--- src/rtl/detect_arbiter.sv ---
// detect_arbiter: round-robin arbiter that grants one of four requesters a serial
// detection burst and reports the number of 0->1 hits. Optional macro: DET_ABORT_EN.
module detect_arbiter #(
  parameter int BURST_LEN = 8,
  parameter int CNT_W     = 4
) (
  input  logic             clk,
  input  logic             rst,
  input  logic [3:0]       req,
  input  logic [3:0]       w_in,
  output logic [3:0]       gnt,
  output logic             busy,
  output logic             done,
  output logic [1:0]       done_id,
  output logic [CNT_W-1:0] hit_cnt,
  output logic             aborted,
  output logic [1:0]       state_dbg
);
  // Handshake: req[i] is a level request sampled in IDLE; while gnt[i]=1 requester i
  // supplies one w_in[i] bit per cycle; done pulses for one cycle and done_id, hit_cnt,
  // aborted are valid from that cycle until the next done pulse.
  typedef enum logic [1:0] {
    IDLE   = 2'd0,
    RUN    = 2'd1,
    REPORT = 2'd2
  } state_t;

  localparam logic [1:0]       DET_A    = 2'd0;
  localparam logic [1:0]       DET_B    = 2'd1;
  localparam logic [1:0]       DET_C    = 2'd2;
  localparam logic [7:0]       LAST_BIT = 8'(BURST_LEN - 1);
  localparam logic [CNT_W-1:0] HIT_MAX  = {CNT_W{1'b1}};

  state_t           state, state_nxt;
  logic [1:0]       det, det_nxt;
  logic [7:0]       bit_cnt;
  logic [1:0]       cur_id, last_id, win_id;
  logic [CNT_W-1:0] acc, acc_nxt;
  logic             w_bit, hit, last_sample, abort_now;

  // Search starts just after the previous winner; k=4 wraps back to last_id itself.
  always_comb begin
    win_id = last_id;
    for (int k = 4; k >= 1; k--) begin
      if (req[2'(last_id + 2'(k))]) win_id = 2'(last_id + 2'(k));
    end
  end

  assign w_bit       = w_in[cur_id];
  assign last_sample = (state == RUN) && (bit_cnt == LAST_BIT);
  assign hit         = (det == DET_A) && w_bit;
  assign acc_nxt     = (hit && (acc != HIT_MAX)) ? acc + CNT_W'(1) : acc;

`ifdef DET_ABORT_EN
  assign abort_now = (state == RUN) && !req[cur_id];
`else
  assign abort_now = 1'b0;
`endif

  always_comb begin
    det_nxt = DET_A;
    case (det)
      DET_A:   det_nxt = w_bit ? DET_B : DET_A;
      DET_B:   det_nxt = w_bit ? DET_C : DET_A;
      DET_C:   det_nxt = w_bit ? DET_C : DET_A;
      default: det_nxt = DET_A;
    endcase
  end

  always_ff @(posedge clk or posedge rst) begin
    if (rst) state <= IDLE;
    else     state <= state_nxt;
  end

  always_comb begin
    state_nxt = state;
    case (state)
      IDLE:    if (|req) state_nxt = RUN;
      RUN:     if (abort_now || last_sample) state_nxt = REPORT;
      REPORT:  state_nxt = IDLE;
      default: state_nxt = IDLE;
    endcase
  end

  always_comb begin
    gnt = 4'b0000;
    if (state == RUN) gnt[cur_id] = 1'b1;
    busy      = (state != IDLE);
    done      = (state == REPORT);
    state_dbg = state;
  end

  always_ff @(posedge clk or posedge rst) begin
    if (rst) begin
      det     <= DET_A;
      bit_cnt <= '0;
      cur_id  <= 2'd0;
      last_id <= 2'd3;
      acc     <= '0;
      done_id <= 2'd0;
      hit_cnt <= '0;
    end else begin
      case (state)
        IDLE: begin
          if (|req) begin
            cur_id  <= win_id;
            last_id <= win_id;
            det     <= DET_A;
            bit_cnt <= '0;
            acc     <= '0;
          end
        end
        RUN: begin
          if (!abort_now) begin
            det     <= det_nxt;
            bit_cnt <= bit_cnt + 8'd1;
            acc     <= acc_nxt;
          end
          // Result registers load on entry to REPORT so they are valid with done.
          if (abort_now || last_sample) begin
            done_id <= cur_id;
            hit_cnt <= abort_now ? acc : acc_nxt;
          end
        end
        default: ;
      endcase
    end
  end

`ifdef DET_ABORT_EN
  always_ff @(posedge clk or posedge rst) begin
    if (rst)                                      aborted <= 1'b0;
    else if (abort_now || last_sample)            aborted <= abort_now;
  end
`else
  assign aborted = 1'b0;
`endif

endmodule
--- config.mk ---
export PLATFORM = sky130hd
export DESIGN_NAME = detect_arbiter
export DESIGN_NICKNAME = d
export VERILOG_FILES = /design/src/rtl/detect_arbiter.sv
export SDC_FILE = /design/constraint.sdc
export NUM_CORES = 1
export LEC_CHECK = 0
export BUFFER_PORTS_ARGS = -buffer_cell sky130_fd_sc_hd__buf_2
export CAP_MARGIN = 20
export CORE_ASPECT_RATIO = 1.1
export CORE_MARGIN = 2
export CORE_UTILIZATION = 49
export DETAILED_ROUTE_END_ITERATION = 10
export PLACE_DENSITY = 0.74
export SKIP_CTS_REPAIR_TIMING = 1
export SYNTH_ARGS = -nofsm -noshare
export SYNTH_HDL_FRONTEND = slang
export SYNTH_SLANG_ARGS = --single-unit
--- constraint.sdc ---
create_clock -name clk -period 5 [get_ports clk]
set_input_delay 0.5 -clock clk [delete_from_list [all_inputs] [get_ports clk]]
set_output_delay 0.5 -clock clk [all_outputs]
set_load 0.005 [all_outputs]
==> results of run 1 <==
worst min path at each step:
stage | startpoint | end | slack (ns) | cells past startpoint
after floorplan | bit_cnt[7] | bit_cnt[7] | 0.44 | 1
after global placement | done_id[1] | done_id[1] | 0.47 | 2
after detailed placement | done_id[1] | done_id[1] | 0.47 | 2
after CTS | rst | cur_id[0] | 0.41 | 2
after global routing | rst | bit_cnt[6] | 0.18 | 2
final | rst | bit_cnt[6] | 0.14 | 2
power by group:
group          leakage (nW)  internal (mW)  switching (mW)
Combinational         0.435         0.0692          0.0794
Sequential            0.300          0.238          0.0343
Clock                0.0279         0.0811          0.0640
cell usage in the layout, fill, tap and decap left out, types with 3 or more instances in the layout:
cell / instances
nand2_1: 26
dfrtp_1: 24
buf_2: 23
o21ai_0: 18
nor2_1: 10
nand3_1: 7
a31oi_1: 6
inv_1: 6
and3_1: 4
a21oi_1: 4
ha_1: 4
nor2b_1: 3
nand2b_1: 3
and3_2: 3
mux2i_1: 3
o32ai_1: 3
clkbuf_4: 3
metal layers:
layer	GRT usage	share of wire	up-vias
li1	-	-	648
met2	0.321	0.50	38
met1	0.254	0.45	613
met5	0	0	-
met3	0.0252	0.042	4
met4	0.0884	0.0060	0
area by class of cell:
type,count,share of cell area
clock buffer,3,0.0134
clock inverter,1,0.0179
inverter,7,0.0156
multi-input combinational,127,0.450
sequential,26,0.389
tap,33,0.0246
timing repair buffer,25,0.0894
registers in the layout, indices dropped and copies added, names as in the netlist:
signal	count
bit_cnt	8
det	2
last_id	2
state_dbg	2
cur_id	2
hit_cnt	4
acc	4
done_id	2
cell families after synthesis:
logic type,count (synthesis),share of synthesized area
compound gates,46,0.201
fa+ha+maj,4,0.0340
buf+inv,15,0.0417
flops,26,0.444
mux,4,0.0281
other cells,1,0.00255
simple gates,72,0.248
critical path: stages, from the launching register on:
cell and delay (ns):
dfrtp_1 0.44, or4_1 0.55, or3_1 0.47, or4_1 0.49
nand3_1 0.09
==> flow_summary.yaml, run 1 <==
drt:
  wirelength_um: 3140
  drt_iter0_drc: 48
  drt_pass1_iterations: 5
  via_count: 1303
  wl_per_cell_um: 14.2
  drtAntennaViolNets: 0
  drc: 0
  vias_per_cell: 5.87
power:
  leakage_nw: 0.763
  power_mw: 0.566
  ir_drop_v: 0.000199
  power_density_nw_per_um2: 337
worst_setup_path:
  end_kind: "flip-flop"
  arrival_ns: 2.37
  critPathMaxFanout: 7
  reg2reg_slack_ns: 2.90
  endpoint: "hit_cnt[0]"
  r2r_cells: 4
  critPathRequiredTime_ns: 5.27
  rr_endpoint: "hit_cnt[0]"
  reg2reg_from: "bit_cnt[3]"
  critPathKind: "flip-flop to flip-flop"
  critical_path.startpoint: "bit_cnt[3]"
  startpoint_type: "flip-flop"
clock_network:
  clk-insertion-delay-late_ns: 0.32
  htreeDepth: 1
  numCtsBuffers: 3
  clockBufferDepth: 2
  cts.sinks: 26
  clk_pin_slew_ns: 0.14
  root_buffer: "clkbuf_4"
  tritoncts: "done"
die:
  fp-row-count: 20
  num_io_pins: 25
  core_um2: 2800
  die_area_um2: 3460
  floorplan.initialDensity: 0.525
  fp.dieW_um: 56.2
  die_height_um: 61.5
sta:
  skew_ns: 0.00561
  timing.fmax_mhz: 477
  drv_slew: 0
  final.setup.tns_ns: 0
  fin_crit_sh: 0.420
  tightestPinTransition_ns: 0.625
  rsz0062_at_grt: "no"
  hold_ws_ns: 0.144
  fin_ws_ns: 2.90
  timing.slew.headroom: 0.583
  finalCriticalPeriod_ns: 2.10
  hold_viol: 0
  setup_viol: 0
job:
  maxCapViolCount: 0
synthesis:
  yosysMostFrequentCell: "nand2_1"
  syn_area_um2: 1470
  synthTopCellsByCount: "nand2_1, dfrtp_1, o21ai_0"
  ys.flop_type: "dfrtp_1"
  avgSynthCellArea_um2: 8.75
  synthCells: 168
  synth_edf_count: 0
  yosysTopAreaCell: "dfrtp_1"
  synth_seq_area_share: 0.444
  yosys_warnings: 0
  synthTopCellsByArea: "dfrtp_1, nand2_1, o21ai_0, dfstp_2, ha_1"
  netlist-cell-type-count: 43
  synth_seq_cells: 26
  syn-num-nets: 182
  synth_top_area_share: 0.409
  synthArstFlopShare: 1.00
grt:
  grt_overflow_total: 0
  grt_max_degree: 27
  grt_pass1_wl_um: 5180
  grt_usage: 0.192
  grt_pass1_vias: 1158
  antenna_found_initial: 0
layout:
  fillerInstances: 246
  syn2layout_area_growth_pct: 14.2
  seq_area_um2: 653
  design_area_um2: 1680
  multi_input_area_um2: 756
  stdcell_count: 222
  nets: 204
  final_util: 0.599
  diodes: 0
  layout-drive-gt1-share: 0.206
placed_design:
  place_hpwl_um: 2290
  numPortBuffers: 23
  dp_slack_ns: 2.94
  placed_area_um2: 1600
  gp_congestion: 0.915
  place_inst: 217
min_path:
  hold_path_class: "input pin to async pin"
status:
  status: "completed"
No activity file was read; power rests on OpenSTA's default activity.
==> run 2: changes to the inputs <==
--- a/config.mk
+++ b/config.mk
@@ -5,13 +5,14 @@
 export SDC_FILE = /design/constraint.sdc
 export NUM_CORES = 1
 export LEC_CHECK = 0
+export ABC_AREA = 1
 export BUFFER_PORTS_ARGS = -buffer_cell sky130_fd_sc_hd__buf_2
 export CAP_MARGIN = 20
 export CORE_ASPECT_RATIO = 1.1
 export CORE_MARGIN = 2
 export CORE_UTILIZATION = 49
 export DETAILED_ROUTE_END_ITERATION = 10
-export PLACE_DENSITY = 0.74
+export PLACE_DENSITY = 0.76
 export SKIP_CTS_REPAIR_TIMING = 1
 export SYNTH_ARGS = -nofsm -noshare
 export SYNTH_HDL_FRONTEND = slang
==> constraint.sdc (replaced) <==
create_clock -name clk -period 1.9 [get_ports clk]
set_input_delay 0.19 -clock clk [delete_from_list [all_inputs] [get_ports clk]]
set_output_delay 0.19 -clock clk [all_outputs]
set_load 0.005 [all_outputs]
==> flow_summary.yaml, run 2 <==
status:
  status: "completed"
worst_setup_path:
  arrival_ns: 1.31
  end_kind: "output port"
  slowest_stage: "dfrtp_1"
  worst-path-buf-inv: 2
  startpoint_type: "flip-flop"
  cp_cell_sequence: "inv_2, nand2_2, nor3_1, buf_2"
  critPathMaxFanout: 12
  critPathKind: "flip-flop to output port"
  critPathRequiredTime_ns: 1.71
  cpLargestDelayFamily: "flip-flops"
  critPathMaxStageDelay_ns: 0.41
synthesis:
  synth_seq_cells: 26
  syn-num-nets: 224
  syn_area_um2: 1550
  synthArstFlopShare: 1.00
  ys.flop_type: "dfrtp_1"
  synth_edf_count: 0
  yosys_warnings: 0
  synthCells: 210
  yosysTopAreaCell: "dfrtp_1"
  avgSynthCellArea_um2: 7.38
  synthTopCellsByArea: "dfrtp_1, nand2_1, nand3_1, inv_1, dfstp_2"
  netlist-cell-type-count: 27
  synth_seq_area_share: 0.422
  yosysMostFrequentCell: "nand2_1"
  synthTopCellsByCount: "nand2_1, dfrtp_1, inv_1"
  synth_top_area_share: 0.388
layout:
  syn2layout_area_growth_pct: 12.2
  largest_register: "bit_cnt"
  layout_commonest_cell: "nand2_1"
  largest_reg_flops: 8
  top_regs: "bit_cnt x8, acc x4, hit_cnt x4"
  final_cell_mix: "nand2_1, dfrtp_1, inv_1, buf_2, nand3_1"
  layout-drive-gt1-share: 0.226
  diodes: 0
  nets: 250
clock_network:
  tritoncts: "done"
  cts.sinks: 26
  numCtsBuffers: 3
  clk-insertion-delay-late_ns: 0.33
  clockBufferDepth: 2
  root_buffer: "clkbuf_4"
  htreeDepth: 1
  clk_pin_slew_ns: 0.15
drt:
  via_count: 1377
  drc: 0
  vias_per_cell: 5.12
  drtAntennaViolNets: 0
  drt_pass1_iterations: 4
  wl_per_cell_um: 10.9
  drt_iter0_drc: 60
  wirelength_um: 2930
grt:
  grt_usage: 0.179
  grt_max_degree: 17
  antenna_found_initial: 0
  grt_overflow_total: 0
  grt_pass1_vias: 1262
  grt_pass1_wl_um: 5230
  globalRouteMet3Util: 0.0207
  top_usage_layer: "met2"
  met2_usage: 0.278
  met1_usage: 0.250
die:
  core_um2: 3020
  die_height_um: 63.0
  num_io_pins: 25
  fp.dieW_um: 57.6
  floorplan.initialDensity: 0.513
  fp-row-count: 21
  die_area_um2: 3630
sta:
  skew_ns: 0.0158
  rsz0062_at_grt: "no"
  fin_crit_sh: 0.789
  finalCriticalPeriod_ns: 1.50
  drv_slew: 0
  final.setup.tns_ns: 0
  timing.fmax_mhz: 667
  setup_viol: 0
  hold_viol: 0
power:
  power_mw: 1.31
  leakage_nw: 0.935
  power_density_nw_per_um2: 754
  ir_drop_v: 0.000512
placed_design:
  gp_congestion: 0.889
  place_hpwl_um: 2260
  numPortBuffers: 23
job:
  maxCapViolCount: 0
min_path:
  hold_path_class: "input pin to async pin"
-- run 2: path summary, 6_finish.rpt --
kind,depth (start not counted),startpoint,slack [ns],to
setup / recovery,4,state_dbg[1],0.40,gnt[3]
setup reg to reg,9,last_id[0],0.42,cur_id[0]
hold reg to reg,2,hit_cnt[1],0.50,hit_cnt[1]
min in group clk,7,w_in[0],0.39,det[0]
hold / removal,3,rst,0.38,hit_cnt[0]
max in group asynchronous,4,rst,0.87,last_id[0]
-- run 2: worst reg2reg max path, delay by kind of cell (launching register included) --
kind	cells	cell delay, ns
buf+inv	2	0.19
simple gates	7	0.56
flops	1	0.65
-- run 2: logic make-up after synthesis --
| kind of cell | share of synthesized area |
|---|---|
| DFF | 0.422 |
| adders and majority gates | 0.0323 |
| and+or+nand+nor | 0.376 |
| AOI/OAI and AO/OA | 0.0719 |
| buffers and inverters | 0.0961 |
| other | 0.00242 |
-- run 2: area by class of cell --
type	count	area, um2
tap	34	42.5
timing repair buffer	26	140
clock buffer	4	36.3
fill	294	1280
inverter	31	119
sequential	26	653
multi-input combinational	148	747
-- run 2: where the power goes --
group          switching, mW  leakage, nW  internal [mW]
Combinational          0.215        0.611          0.139
Sequential            0.0598        0.303          0.611
Clock                  0.169       0.0210          0.117
-- run 2: routing by layer --
layer  wire length [um]  vias to the layer above  part of all wire
met5                  0                        -                 0
met4                 60                        0             0.020
met3                116                        7             0.040
met2               1300                       31              0.45
met1               1450                      611              0.49
li1                   -                      728                 -
-- run 2: per-stage QoR --
stage,cell area [um2],util,worst slack [ns],std cells,hold WS [ns]
after global routing,1740,0.575,0.221,269,0.402
final,1740,0.575,0.401,269,0.376
after global placement,1690,0.560,0.448,264,0.204
after detailed placement,1690,0.560,0.440,264,0.207
after floorplan,1550,-,0.612,210,0.229
after CTS,1730,0.572,0.379,268,-0.162
==> run 3: changes to the inputs <==
--- a/config.mk
+++ b/config.mk
@@ -5,14 +5,14 @@
 export SDC_FILE = /design/constraint.sdc
 export NUM_CORES = 1
 export LEC_CHECK = 0
-export ABC_AREA = 1
+export ABC_AREA = 0
 export BUFFER_PORTS_ARGS = -buffer_cell sky130_fd_sc_hd__buf_2
 export CAP_MARGIN = 20
 export CORE_ASPECT_RATIO = 1.1
 export CORE_MARGIN = 2
 export CORE_UTILIZATION = 49
 export DETAILED_ROUTE_END_ITERATION = 10
-export PLACE_DENSITY = 0.76
+export PLACE_DENSITY = 0.74
 export SKIP_CTS_REPAIR_TIMING = 1
 export SYNTH_ARGS = -nofsm -noshare
 export SYNTH_HDL_FRONTEND = slang
==> constraint.sdc (replaced) <==
create_clock -name clk -period 1.45 [get_ports clk]
set_input_delay 0.145 -clock clk [delete_from_list [all_inputs] [get_ports clk]]
set_output_delay 0.145 -clock clk [all_outputs]
set_load 0.005 [all_outputs]
==> flow_summary.yaml, run 3 (synthesis results as in run 1) <==
status:
  status: "finished, violations left"
  violations: "setup timing"
worst_setup_path:
  arrival_ns: 2.16
  critPathRequiredTime_ns: 1.73
  critPathMaxStageDelay_ns: 0.57
  startpoint_type: "flip-flop"
  critPathKind: "flip-flop to flip-flop"
  slowest_stage: "or4_1"
  cpLargestDelayFamily: "simple AND/OR/NAND/NOR gates"
  end_kind: "flip-flop"
  worst-path-buf-inv: 0
  critPathMaxFanout: 2
  cpMostUsedCell: "or4_1"
  cp_cell_sequence: "or4_1, or3_4, or4_1, nand3_1"
min_path:
  hold_path_class: "input pin to flip-flop"
placed_design:
  gp_congestion: 0.772
  numPortBuffers: 23
  dp_slack_ns: -0.337
  placed_area_um2: 1910
  place_hpwl_um: 2640
drt:
  drtAntennaViolNets: 0
  drc: 0
  wl_per_cell_um: 15.5
  via_count: 1552
  drt_pass1_iterations: 4
  vias_per_cell: 5.75
  wirelength_um: 4190
  drt_iter0_drc: 54
power:
  p_int_mw: 1.65
  leakage_nw: 1.04
  p_sw_mw: 0.778
  power_mw: 2.42
  seq_power_share: 0.378
  comb_power_share: 0.412
  swShare: 0.321
  power_density_nw_per_um2: 1090
  clock_power_share: 0.210
  ir_drop_v: 0.000741
grt:
  grt_usage: 0.229
  top_usage_layer: "met2"
  grt_pass1_wl_um: 6170
  grt_max_degree: 27
  globalRouteMet3Util: 0.0231
  grt_overflow_total: 0
  met1_usage: 0.293
  grt_pass1_vias: 1411
  antenna_found_initial: 0
  met2_usage: 0.412
clock_network:
  clk_pin_slew_ns: 0.16
  clk-insertion-delay-late_ns: 0.33
  root_buffer: "clkbuf_4"
  htreeDepth: 1
  numCtsBuffers: 3
  cts.sinks: 26
  clockBufferDepth: 2
  tritoncts: "done"
die:
  floorplan.initialDensity: 0.525
  core_um2: 2800
  die_height_um: 61.5
  num_io_pins: 25
  fp-row-count: 20
  die_area_um2: 3460
  fp.dieW_um: 56.2
layout:
  syn2layout_area_growth_pct: 51.9
  largest_reg_flops: 8
  largest_register: "bit_cnt"
  layout-drive-gt1-share: 0.460
  final_util: 0.797
  nets: 252
  diodes: 0
  layout_commonest_cell: "buf_4"
  fillerInstances: 175
  top_regs: "bit_cnt x8, acc x4, hit_cnt x4"
  design_area_um2: 2230
  final_cell_mix: "buf_4, nand2_1, dfrtp_1, buf_2, buf_6"
sta:
  tightestPinTransition_ns: 0.528
  setup_viol: 21
  skew_ns: 0.0145
  drv_slew: 0
  timing.fmax_mhz: 531
  fin_crit_sh: 1.30
  rsz0062_at_grt: "yes"
  hold_viol: 0
  fin_ws_ns: -0.432
  timing.slew.headroom: 0.645
  finalCriticalPeriod_ns: 1.88
job:
  maxCapViolCount: 0
[run 3: changes by cell type in the layout (fill, tap and decap cells not counted), moves of 6 or more]
cell     previous run  this run
nand4_1             8         2
nand3_1            21         7
buf_4               2        35
buf_6               0        15
a31oi_1             0         6
nand2_1            73        25
inv_1              23         4
[run 3: power groups by stage]
stage	Sequential, mW	Clock [mW]	Combinational [mW]
floorplan	0.913	0	0.487
global placement	0.913	0	0.781
detailed placement	0.924	0	0.805
CTS	0.909	0.510	0.815
global route	0.933	0.540	1.10
finish	0.916	0.508	1.00
[run 3: layer usage]
layer | part of all wire | vias up
met5 | 0 | -
met4 | 0.017 | 0
met3 | 0.049 | 11
met2 | 0.54 | 55
met1 | 0.40 | 742
li1 | - | 744
[run 3: worst paths after layout]
path	from	slack (ns)	end	cells after the start
max reg2reg	bit_cnt[6]	-0.43	hit_cnt[0]	4
max in group asynchronous	rst	0.75	last_id[0]	4
min in group asynchronous	rst	0.38	bit_cnt[7]	4
min	req[0]	0.21	last_id[0]	4
max	bit_cnt[6]	-0.43	hit_cnt[0]	4
min reg2reg	bit_cnt[7]	0.49	bit_cnt[7]	1
[run 3: final cells by class]
| type | count | area, um2 | area share |
|---|---|---|---|
| clock buffer | 3 | 22.5 | 0.0101 |
| clock inverter | 1 | 30.0 | 0.0134 |
| inverter | 7 | 30.0 | 0.0134 |
| multi-input combinational | 127 | 905 | 0.405 |
| sequential | 26 | 653 | 0.292 |
| tap | 33 | 41.3 | 0.0185 |
| timing repair buffer | 73 | 552 | 0.247 |
[run 3: worst reg2reg max path: stages, from the launching register on]
cell and delay (ns):
dfrtp_1 0.41, or4_1 0.57, or3_4 0.36, or4_1 0.41, nand3_1 0.09
[run 3: metrics by stage]
stage	instances	hold WS, ns	setup TNS [ns]
3_5_place_dp	251	0.219	-2.93
2_1_floorplan	168	0.184	-1.83
6_report	270	0.209	-4.20
5_1_grt	270	0.234	-5.38
3_3_place_gp	251	0.211	-2.52
4_1_cts	255	-0.153	-4.10
